--- src/rtl/icache_refill_responder.sv ---
// Memory-side refill responder: queues icache block-read misses, fetches each line word by word and returns it whole.
// Optional feature macro ICACHE_REFILL_ERR_EN adds bus_rerr_i / mem_rsp_d_error_o with a sticky per-line error flag.
module icache_refill_responder #(
  parameter int XLEN        = 32,
  parameter int BLOCK_WORDS = 4,
  parameter int SRC_BITS    = 3,
  parameter int REQ_DEPTH   = 4
) (
  input  logic                        clk,
  input  logic                        rst_n,
  input  logic                        mem_req_valid_i,
  output logic                        mem_req_ready_o,
  input  logic [SRC_BITS-1:0]         mem_req_a_source_i,
  input  logic [XLEN-1:0]             mem_req_a_addr_i,
  output logic                        mem_rsp_valid_o,
  input  logic                        mem_rsp_ready_i,
  output logic [SRC_BITS-1:0]         mem_rsp_d_source_o,
  output logic [XLEN-1:0]             mem_rsp_d_addr_o,
  output logic [BLOCK_WORDS*XLEN-1:0] mem_rsp_d_data_o,
  output logic                        bus_rd_valid_o,
  input  logic                        bus_rd_ready_i,
  output logic [XLEN-1:0]             bus_rd_addr_o,
  input  logic                        bus_rdata_valid_i,
  input  logic [XLEN-1:0]             bus_rdata_i
`ifdef ICACHE_REFILL_ERR_EN
  ,
  input  logic                        bus_rerr_i,
  output logic                        mem_rsp_d_error_o
`endif
);

  localparam int PW   = $clog2(REQ_DEPTH);
  localparam int CW   = $clog2(BLOCK_WORDS) + 1;
  localparam int OFFW = $clog2(BLOCK_WORDS) + 2;
  localparam logic [CW-1:0]   BW_C       = CW'(BLOCK_WORDS);
  localparam logic [PW:0]     DEPTH_C    = (PW+1)'(REQ_DEPTH);
  localparam logic [XLEN-1:0] ALIGN_MASK = {XLEN{1'b1}} << OFFW;

  typedef enum logic [1:0] {IDLE, FETCH, RESP} state_t;

  logic [SRC_BITS-1:0] q_src  [REQ_DEPTH];
  logic [XLEN-1:0]     q_addr [REQ_DEPTH];
  logic [PW-1:0]       wptr, rptr;
  logic [PW:0]         count;
  logic                empty, push, pop;

  state_t              state;
  logic [SRC_BITS-1:0] src_r;
  logic [XLEN-1:0]     base_r;
  logic [CW-1:0]       issue_cnt, ret_cnt;
  logic [XLEN-1:0]     word_r [BLOCK_WORDS];
  logic                rd_fire, rdata_take;

  assign empty           = (count == '0);
  assign mem_req_ready_o = (count != DEPTH_C);
  assign push            = mem_req_valid_i && mem_req_ready_o;
  // Head is consumed from IDLE, or straight out of RESP on fire so lines run back to back.
  assign pop             = !empty && ((state == IDLE) || ((state == RESP) && mem_rsp_ready_i));

  assign bus_rd_valid_o  = (state == FETCH) && (issue_cnt < BW_C);
  assign bus_rd_addr_o   = bus_rd_valid_o ? (base_r + (XLEN'(issue_cnt) << 2)) : '0;
  assign rd_fire         = bus_rd_valid_o && bus_rd_ready_i;
  assign rdata_take      = (state == FETCH) && bus_rdata_valid_i && (ret_cnt < BW_C);

  assign mem_rsp_valid_o    = (state == RESP);
  assign mem_rsp_d_source_o = src_r;
  assign mem_rsp_d_addr_o   = base_r;

  always_comb begin
    mem_rsp_d_data_o = '0;
    for (int i = 0; i < BLOCK_WORDS; i++) begin
      mem_rsp_d_data_o[i*XLEN +: XLEN] = word_r[i];
    end
  end

  // Request queue
  always_ff @(posedge clk or negedge rst_n) begin
    if (!rst_n) begin
      wptr  <= '0;
      rptr  <= '0;
      count <= '0;
      for (int i = 0; i < REQ_DEPTH; i++) begin
        q_src[i]  <= '0;
        q_addr[i] <= '0;
      end
    end else begin
      if (push) begin
        q_src[wptr]  <= mem_req_a_source_i;
        q_addr[wptr] <= mem_req_a_addr_i & ALIGN_MASK;
        wptr         <= wptr + 1'b1;
      end
      if (pop) begin
        rptr <= rptr + 1'b1;
      end
      case ({push, pop})
        2'b10:   count <= count + 1'b1;
        2'b01:   count <= count - 1'b1;
        default: count <= count;
      endcase
    end
  end

`ifdef ICACHE_REFILL_ERR_EN
  logic err_r;
  assign mem_rsp_d_error_o = err_r;

  always_ff @(posedge clk or negedge rst_n) begin
    if (!rst_n) begin
      err_r <= 1'b0;
    end else if (pop) begin
      err_r <= 1'b0;
    end else if (rdata_take) begin
      err_r <= err_r | bus_rerr_i;
    end
  end
`endif

  // Line fetch / response FSM
  always_ff @(posedge clk or negedge rst_n) begin
    if (!rst_n) begin
      state     <= IDLE;
      src_r     <= '0;
      base_r    <= '0;
      issue_cnt <= '0;
      ret_cnt   <= '0;
      for (int i = 0; i < BLOCK_WORDS; i++) begin
        word_r[i] <= '0;
      end
    end else if (pop) begin
      state     <= FETCH;
      src_r     <= q_src[rptr];
      base_r    <= q_addr[rptr];
      issue_cnt <= '0;
      ret_cnt   <= '0;
      for (int i = 0; i < BLOCK_WORDS; i++) begin
        word_r[i] <= '0;
      end
    end else begin
      case (state)
        FETCH: begin
          if (rd_fire) begin
            issue_cnt <= issue_cnt + 1'b1;
          end
          if (rdata_take) begin
            word_r[ret_cnt[CW-2:0]] <= bus_rdata_i;
            ret_cnt                 <= ret_cnt + 1'b1;
          end
          if ((ret_cnt == BW_C) || (rdata_take && (ret_cnt == BW_C - 1'b1))) begin
            state <= RESP;
          end
        end
        RESP: begin
          if (mem_rsp_ready_i) begin
            state <= IDLE;
          end
        end
        default: state <= IDLE;
      endcase
    end
  end

endmodule
--- config.mk ---
export PLATFORM = sky130hd
export DESIGN_NAME = icache_refill_responder
export DESIGN_NICKNAME = d
export VERILOG_FILES = /design/src/rtl/icache_refill_responder.sv
export SDC_FILE = /design/constraint.sdc
export NUM_CORES = 1
export LEC_CHECK = 0
export BUFFER_PORTS_ARGS = -buffer_cell sky130_fd_sc_hd__buf_2
export CORE_AREA = 2 2 184 186
export DETAILED_ROUTE_END_ITERATION = 8
export DIE_AREA = 0 0 186 188
export GPL_ROUTABILITY_DRIVEN = 0
export HOLD_SLACK_MARGIN = 0.03
export PLACE_DENSITY = 0.68
export SETUP_SLACK_MARGIN = 0.5
export SKIP_LAST_GASP = 1
export SLEW_MARGIN = 20
export SYNTH_ARGS = -nofsm -noshare
export SYNTH_HDL_FRONTEND = slang
export SYNTH_SLANG_ARGS = --single-unit
--- constraint.sdc ---
create_clock -name clk -period 4.75 [get_ports clk]
set_input_delay 0.475 -clock clk [delete_from_list [all_inputs] [get_ports clk]]
set_output_delay 0.475 -clock clk [all_outputs]
set_load 0.05 [all_outputs]
==> qor.yml, run 1 <==
worst_pin_slew_ps: 992
fillers: 3008
status: "finished, final reports clean"
syn_area_sq_mm: 0.0130
numCtsBuffers: 34
die_h_um: 188
tritoncts: "built"
hpwlAfterDp_um: 22300
setup_viol: 0
slowest_stage: "or4_1"
cts_root_buf: "clkbuf_16"
power_density_mw_per_mm2: 832
synthTopCellsByArea: "dfrtp_1, mux2_2, nand2_1"
start_kind: "flop"
clock-sinks: 298
cts_buffer_depth: 3
hold_viol_final: 0
synth_cell_types: 33
gr-total-overflow: 0
postCtsSetupRepairBufs: 0
max_freq_mhz: 263
end_kind: "primary output"
ys_warn_count: 0
layout.area.seq_sq_mm: 0.00746
tns_ps: 0
fp-row-count: 67
crit_fanout: 15
drive_gt1_share_pct: 37.1
place.port_buffers: 260
wirelength_um: 33700
synth_most_common_cell: "dfrtp_1"
fin_util_pct: 48.0
ys_dominant_reg_cell: "dfrtp_1"
io_pins: 271
cts-htree-levels: 2
crit_chain: "ha_1 > ha_1 > nand2_1 > or4_1 > or4_1 > a21oi_1 > buf_2"
ant_nets: 0
drt_iter0_markers: 502
die_area_sq_mm: 0.0350
grt_pass1_wl_um: 53100
seq_area_frac_synth_pct: 57.3
cp_slowest_stage_delay_ps: 860
yosys.area.top_type_share_pct: 57.3
start_util_pct: 39.3
track_usage_pct: 19.2
finalCritPeriodShare_pct: 79.9
fin_skew_ps: 17.2
clkSlewWorstSetupHoldPaths_ps: 60
synth_top_cell_by_area: "dfrtp_1"
ys_ff_latch: 298
grt_max_degree: 173
rsz0062_at_grt: "false"
grt_pass1_vias: 9541
multi_input_area_sq_mm: 0.00519
syn_inst: 1144
die_x_um: 186
core-area_sq_mm: 0.0331
syn2layout_area_growth_pct: 22.3
synth-edff-count: 0
arrival_ps: 3320
drt_pass1_iterations: 5
period_needed_ps: 3800
vias: 9501
ir_worst_vdd_v: 0.000553
crit_required_ps: 4280
ys_async_sr_fraction_pct: 100
maxSlewViolCount: 0
viasPerCell: 5.12
max_slew_margin_pct: 33.6
worstSkewPairLatency_ps: 510
nNetsFinal: 1466
synthTopCellsByCount: "dfrtp_1, nand2_1, mux2_2"
finalPower_w: 0.0132
cts_resized: 0
antenna_found_initial: 2
avgSynthCellArea_sq_um: 11.4
leakagePower_nw: 7.38
hold_buffers: 0
critPathKind: "reg -> out"
drc: 0
max_cap_viol_count: 0
hold_path_class: "in -> async"
post_drt_wl_per_cell_um: 18.2
==> logic make-up after synthesis <==
logic type / after synthesis / share of synthesized area [%]
compound gates: 176 / 7.01
xor+xnor: 17 / 1.14
fa+ha+maj: 14 / 1.40
buf+inv: 97 / 3.04
flops: 298 / 57.3
mux: 182 / 18.4
other cells: 1 / 0.0288
simple gates: 359 / 11.6
==> final timing paths <==
| check | start | to | slack (ps) | cells past startpoint |
|---|---|---|---|---|
| setup reg to reg | count[0]$_DFFE_PN0P_ | q_addr[122]$_DFFE_PN0P_ | 2190 | 4 |
| setup / recovery | mem_rsp_d_addr_o[4]$_DFFE_PN0N_ | bus_rd_addr_o[22] | 950 | 7 |
| min in group clk | mem_req_a_addr_i[21] | q_addr[21]$_DFFE_PN0P_ | 250 | 2 |
| max in group asynchronous | rst_n | q_addr[88]$_DFFE_PN0P_ | 3600 | 2 |
| hold / removal | rst_n | mem_rsp_d_data_o[31]$_DFFE_PN0P_ | 70 | 1 |
| hold reg to reg | mem_rsp_d_source_o[0]$_DFFE_PN0N_ | mem_rsp_d_source_o[0]$_DFFE_PN0N_ | 500 | 1 |
==> routing by layer <==
metal	vias to the layer above	GRT usage [%]	share of wire, %
met1	4773	24.6	42
li1	4389	-	-
met4	0	4.94	2.1
met2	302	32.5	48
met5	-	0	0
met3	37	4.54	7.2
==> report_power, final <==
group / switching (W) / internal (W)
Clock: 0.00105 / 0.00164
Combinational: 0.00413 / 0.00205
Sequential: 0.000747 / 0.00361
Total: 0.00592 / 0.00731
==> metrics by stage <==
stage / instance area [sq um] / instances / hold WS [ps] / setup WS [ps]
floorplan: 13000 / 1149 / 179 / 1200
global placement: 14700 / 1791 / 482 / 1500
detailed placement: 14700 / 1791 / 488 / 1460
CTS: 15900 / 1853 / 90.0 / 903
global route: 15900 / 1854 / 134 / 770
finish: 15900 / 1855 / 65.6 / 953
==> critical path: cells and delay by family (launching register included) <==
| family | cells | cell delay [ps] |
|---|---|---|
| compound gates | 1 | 160 |
| fa+ha+maj | 2 | 380 |
| buf+inv | 1 | 280 |
| flops | 1 | 380 |
| simple gates | 3 | 1610 |
==> state kept, by name (all words and copies together), names as in the netlist <==
signal / count
mem_rsp_d_addr_o: 28
ret_cnt: 3
state: 2
issue_cnt: 3
q_src: 12
q_addr: 112
rptr: 2
mem_rsp_d_data_o: 128
mem_rsp_d_source_o: 3
count: 3
wptr: 2
==> final cells by class <==
class	instances	area share, %
Sequential cell	298	46.9
Clock inverter	13	0.810
Tap cell	448	3.52
Clock buffer	49	6.54
Antenna cell	2	0.0315
Timing Repair Buffer	275	9.19
Multi-Input combinational cell	754	32.6
Inverter	16	0.378
==> layout by cell type (no fill, tap or decap), types with 3 or more instances in the layout <==
cell and n:
nor2_1 18, o21ai_0 15, clkinvlp_4 4, or3_1 10, ha_1 13, nand2_1 279, nand3_1 7, nand2_2 4
clkbuf_1 5, conb_1 6, and2_1 9, mux4_2 31, clkbuf_8 7, buf_2 259, xor2_1 7, mux2_2 151
inv_1 16, xnor2_1 10, clkbuf_16 37, or4_1 13, a21oi_1 148, buf_4 12, dfrtp_1 297, nor3_1 5
clkinv_2 6, o31ai_1 8, buf_12 3, nand4_1 6
No activity file was read; power rests on OpenSTA's default activity.
==> run 2, diff against run 1 <==
==> constraint.sdc (replaced) <==
create_clock -name clk -period 3.97 [get_ports clk]
set_input_delay 0.397 -clock clk [delete_from_list [all_inputs] [get_ports clk]]
set_output_delay 0.397 -clock clk [all_outputs]
set_load 0.05 [all_outputs]
==> qor.yml, run 2 (same netlist as run 1, synthesis figures left out) <==
grt_pass1_vias: 9770
fin_skew_ps: 14.3
gr-total-overflow: 0
layout.cells.most_common_list: "dfrtp_1, nand2_1, buf_2, mux2_2, a21oi_1"
core-area_sq_mm: 0.0331
die_x_um: 186
power_switching_w: 0.00707
cts_buffer_depth: 3
power_density_mw_per_mm2: 990
arrival_ps: 2990
track_usage_pct: 19.4
clkSlewWorstSetupHoldPaths_ps: 60
start_util_pct: 39.3
layout_commonest_cell: "dfrtp_1"
hold_path_class: "in -> reg"
hold_start: "bus_rdata_i[5]"
cts_root_buf: "clkbuf_16"
end_kind: "primary output"
rr_endpoint: "q_addr[54]$_DFFE_PN0P_"
place.port_buffers: 260
grt_max_degree: 173
cts-htree-levels: 2
ir_worst_vdd_v: 0.000608
maxSlewViolCount: 0
ff2ff_path_depth: 4
combPwrFrac_pct: 47.1
syn2layout_area_growth_pct: 22.7
fin_area_sq_mm: 0.0160
die_area_sq_mm: 0.0350
pwr-share-clk_pct: 19.9
numCtsBuffers: 34
status: "finished, final reports clean"
crit_fanout: 14
drt_iter0_markers: 581
leakagePower_nw: 7.41
drive_gt1_share_pct: 37.3
critPathKind: "reg -> out"
seqPwrFrac_pct: 33.0
rsz0062_at_grt: "false"
crit_required_ps: 3570
drt_pass1_iterations: 5
grt_pass1_wl_um: 53800
hold_viol_final: 0
max_freq_mhz: 295
internal-power_w: 0.00874
hpwlAfterDp_um: 22100
wirelength_um: 34700
start_kind: "flop"
fp-row-count: 67
max_slew_margin_pct: 32.8
period_needed_ps: 3390
worst_pin_slew_ps: 1000
antenna_found_initial: 2
tns_ps: 0
post_drt_wl_per_cell_um: 18.7
dpl_cell_area_sq_mm: 0.0147
viasPerCell: 5.18
tritoncts: "built"
finalCritPeriodShare_pct: 85.3
min_path_cells: 3
whs_endpoint: "mem_rsp_d_data_o[101]$_DFFE_PN0P_"
nNetsFinal: 1472
reg2reg_slack_ps: 1400
ant_nets: 0
vias: 9613
setup_viol: 0
drc: 0
max_cap_viol_count: 0
swShare_pct: 44.7
io_pins: 271
clock-sinks: 298
worstSkewPairLatency_ps: 500
die_h_um: 188
largest_register_ff_count: 128
worstReg2RegStart: "count[0]$_DFFE_PN0P_"
-- run 2: cell count changes in the layout (fill, tap and decap cells not counted), moves of 2 or more --
cell and delta:
buf_2 -4, buf_4 +8, clkbuf_1 +3, clkinv_2 -2, clkinvlp_4 -3, ha_1 -2
or4_1 -2, or4_4 +3
-- run 2: final cells by class --
class	instances	area, sq um
inverters	16	60.1
clock inverters	8	96.3
repair buffers	280	1510
diodes	1	2.50
flip-flops and latches	298	7460
well taps	448	561
clock buffers	51	1040
multi-input cells	755	5230
fillers	2990	17200
-- run 2: worst max path at each step --
stage | startpoint | to | slack, ps
final | mem_rsp_d_addr_o[11]$_DFFE_PN0N_ | bus_rd_addr_o[25] | 580
after global routing | mem_rsp_d_addr_o[4]$_DFFE_PN0N_ | bus_rd_addr_o[28] | 510
after CTS | mem_rsp_d_addr_o[4]$_DFFE_PN0N_ | bus_rd_addr_o[28] | 490
after detailed placement | issue_cnt[2]$_DFFE_PN0P_ | bus_rd_addr_o[28] | 750
after global placement | issue_cnt[2]$_DFFE_PN0P_ | bus_rd_addr_o[20] | 810
after floorplan | mem_rsp_d_addr_o[4]$_DFFE_PN0N_ | bus_rd_addr_o[20] | 500
-- run 2: critical path: stages (launching register included) --
cell and delay (ps):
dfrtp_1 480, nand4_1 300, or4_4 690, or4_1 450, a21oi_1 250, buf_2 320
-- run 2: what timing repair did --
item                                   CTS  global route
setup endpoints to repair               10            11
hold buffers                             1             0
gates cloned                             0             1
resized for setup                        5             7
endpoints found under the hold margin    1             0
pin swaps                                0             1
buffers inserted                         0             2
-- run 2: through the flow --
stage / instances / hold WS, ps / setup slack, ps / utilization (%) / total power, W
final: 1857 / 162 / 585 / 48.2 / 0.0158
after global routing: 1856 / 153 / 505 / 48.2 / 0.0167
after CTS: 1853 / 139 / 485 / 48.0 / 0.0159
after detailed placement: 1793 / 488 / 753 / 44.5 / 0.0127
after global placement: 1793 / 481 / 810 / 44.5 / 0.0125
after floorplan: 1149 / 101 / 503 / - / 0.0108
-- run 2: power groups by stage --
stage	sequential, W	clock [W]	combinational (W)
after floorplan	0.00692	0	0.00386
final	0.00521	0.00315	0.00745
after global placement	0.00516	0	0.00734
after global routing	0.00539	0.00335	0.00794
after CTS	0.00520	0.00322	0.00749
after detailed placement	0.00524	0	0.00746
-- run 2: per-layer routing --
metal / part of all wire, % / global-route usage (%) / vias to the layer above
met5: 0.032 / 0 / -
met4: 2.5 / 5.81 / 2
met3: 8.0 / 5.07 / 58
met2: 48 / 32.4 / 327
met1: 41 / 24.5 / 4821
li1: - / - / 4405
==> run 3, diff against run 2 <==
--- a/config.mk
+++ b/config.mk
@@ -11,7 +11,7 @@
 export DIE_AREA = 0 0 186 188
 export GPL_ROUTABILITY_DRIVEN = 0
 export HOLD_SLACK_MARGIN = 0.03
-export PLACE_DENSITY = 0.68
+export PLACE_DENSITY = 0.7
 export SETUP_SLACK_MARGIN = 0.5
 export SKIP_LAST_GASP = 1
 export SLEW_MARGIN = 20
==> constraint.sdc (replaced) <==
create_clock -name clk -period 3 [get_ports clk]
set_input_delay 0.3 -clock clk [delete_from_list [all_inputs] [get_ports clk]]
set_output_delay 0.3 -clock clk [all_outputs]
set_load 0.05 [all_outputs]
==> qor.yml, run 3 (same netlist as run 1, synthesis figures left out) <==
drt_iter0_markers: 567
clock-sinks: 298
start_kind: "flop"
grt_max_degree: 173
crit_chain: "ha_4 > ha_4 > nand2_4 > or4_4 > buf_6 > or4_4 > a21oi_4 > buf_6"
nNetsFinal: 1575
fin_hold_ws_ps: 242
start_util_pct: 39.3
arrival_ps: 2760
critical-path-top-delay-family: "simple AND/OR/NAND/NOR gates"
die_area_sq_mm: 0.0350
ir_worst_vdd_v: 0.000853
period_needed_ps: 3060
tritoncts: "built"
grt_pass1_wl_um: 56800
diodes: 0
finalPower_w: 0.0217
worst-path-buf-inv: 2
maxSlewViolCount: 0
max_slew_margin_pct: 44.2
wirelength_um: 36800
status: "complete, but fails checks"
layout.cells.most_common_list: "nand2_1, dfrtp_1, buf_2, mux2_2, a21oi_1"
post_drt_wl_per_cell_um: 18.8
fin_util_pct: 52.7
failed_checks: "negative setup slack"
leakagePower_nw: 7.96
layout_commonest_cell: "nand2_1"
rsz0062_at_grt: "true"
hpwlAfterDp_um: 23200
drive_gt1_share_pct: 41.8
worstSkewPairLatency_ps: 560
fin_ws_ps: -60.6
finalCritPeriodShare_pct: 102
max_cap_viol_count: 0
die_h_um: 188
hold_viol_final: 0
tns_ps: -285
largest_register_ff_count: 128
cts_buffer_depth: 3
antenna_found_initial: 0
end_kind: "primary output"
max_freq_mhz: 327
viasPerCell: 5.16
gr-total-overflow: 0
io_pins: 271
track_usage_pct: 20.4
critPathKind: "reg -> out"
power_density_mw_per_mm2: 1240
cts-htree-levels: 1
syn2layout_area_growth_pct: 34.0
numCtsBuffers: 31
cts_root_buf: "clkbuf_16"
hold_path_class: "in -> reg"
clkSlewWorstSetupHoldPaths_ps: 60
drc: 0
setup_viol: 7
cp_slowest_stage_delay_ps: 520
crit_required_ps: 2700
worst_pin_slew_ps: 837
vias: 10109
drt_pass1_iterations: 5
fp-row-count: 67
fin_skew_ps: 12.3
grt_pass1_vias: 10228
slowest_stage: "or4_4"
place.port_buffers: 260
crit_fanout: 6
die_x_um: 186
reg2reg_slack_ps: 900
ant_nets: 0
core-area_sq_mm: 0.0331
==> run 3: cell types whose count changed in the layout (fill, tap and decap cells not counted), sizes merged <==
| cell | before | now |
|---|---|---|
| buf | 279 | 318 |
| clkinv | 5 | 2 |
| clkinvlp | 1 | 2 |
| diode | 1 | 0 |
| dlygate4sd3 | 1 | 67 |
==> run 3: cell type report <==
| cell class | instances | area [sq um] |
|---|---|---|
| Clock buffer | 50 | 947 |
| Clock inverter | 6 | 85.1 |
| Fill cell | 2821 | 15700 |
| Inverter | 16 | 60.1 |
| Multi-Input combinational cell | 755 | 5610 |
| Sequential cell | 298 | 7480 |
| Tap cell | 448 | 561 |
| Timing Repair Buffer | 386 | 2690 |
==> run 3: per-stage QoR <==
step / setup WS [ps] / instance area, sq um / std cells
floorplan: 302 / 13300 / 1149
global placement: 252 / 15100 / 1802
detailed placement: 249 / 15100 / 1802
CTS: -186 / 17100 / 1943
global route: -129 / 17400 / 1959
finish: -60.6 / 17400 / 1959
==> run 3: worst reg2reg max path: cells and delay by family, from the launching register on <==
kind            cells  cell delay, ps
xor+xnor            2             290
compound gates      1             540
fa+ha+maj           2             420
flops               1             410
buf+inv             2             170
simple gates        2             160
==> run 3: power breakdown <==
part	switching, W	internal (W)	leakage (nW)	total (W)
Clock	0.00155	0.00231	0.501	0.00386
Sequential	0.00117	0.00575	3.76	0.00693
Combinational	0.00700	0.00390	3.70	0.0109
==> run 3: routing by layer <==
layer	up-vias	global-route usage [%]	wire length, um
li1	4602	-	-
met1	5072	25.2	14500
met2	365	35.3	18400
met3	70	4.93	2870
met4	0	6.09	1040
met5	-	0	0
==> run 3: path summary, 6_finish.rpt <==
kind | start | to | cells after the start
max | issue_cnt[2]$_DFFE_PN0P_ | bus_rd_addr_o[28] | 8
min | mem_req_valid_i | wptr[0]$_DFFE_PN0P_ | 3
max reg2reg | count[0]$_DFFE_PN0P_ | count[2]$_DFFE_PN0P_ | 9
min reg2reg | q_addr[28]$_DFFE_PN0P_ | q_addr[28]$_DFFE_PN0P_ | 1
max in group asynchronous | rst_n | mem_rsp_d_addr_o[9]$_DFFE_PN0N_ | 3
min in group asynchronous | rst_n | mem_rsp_d_data_o[32]$_DFFE_PN0P_ | 2
==> run 3: timing repair <==
| item | 4_1_cts | 5_1_grt |
|---|---|---|
| hold buffers | 67 | 0 |
| setup endpoints to repair | 31 | 31 |
| endpoints found under the hold margin | 320 | 0 |
| pin swaps | 12 | 23 |
| buffers inserted | 16 | 16 |
| gates cloned | 2 | 0 |
| resized for setup | 60 | 44 |
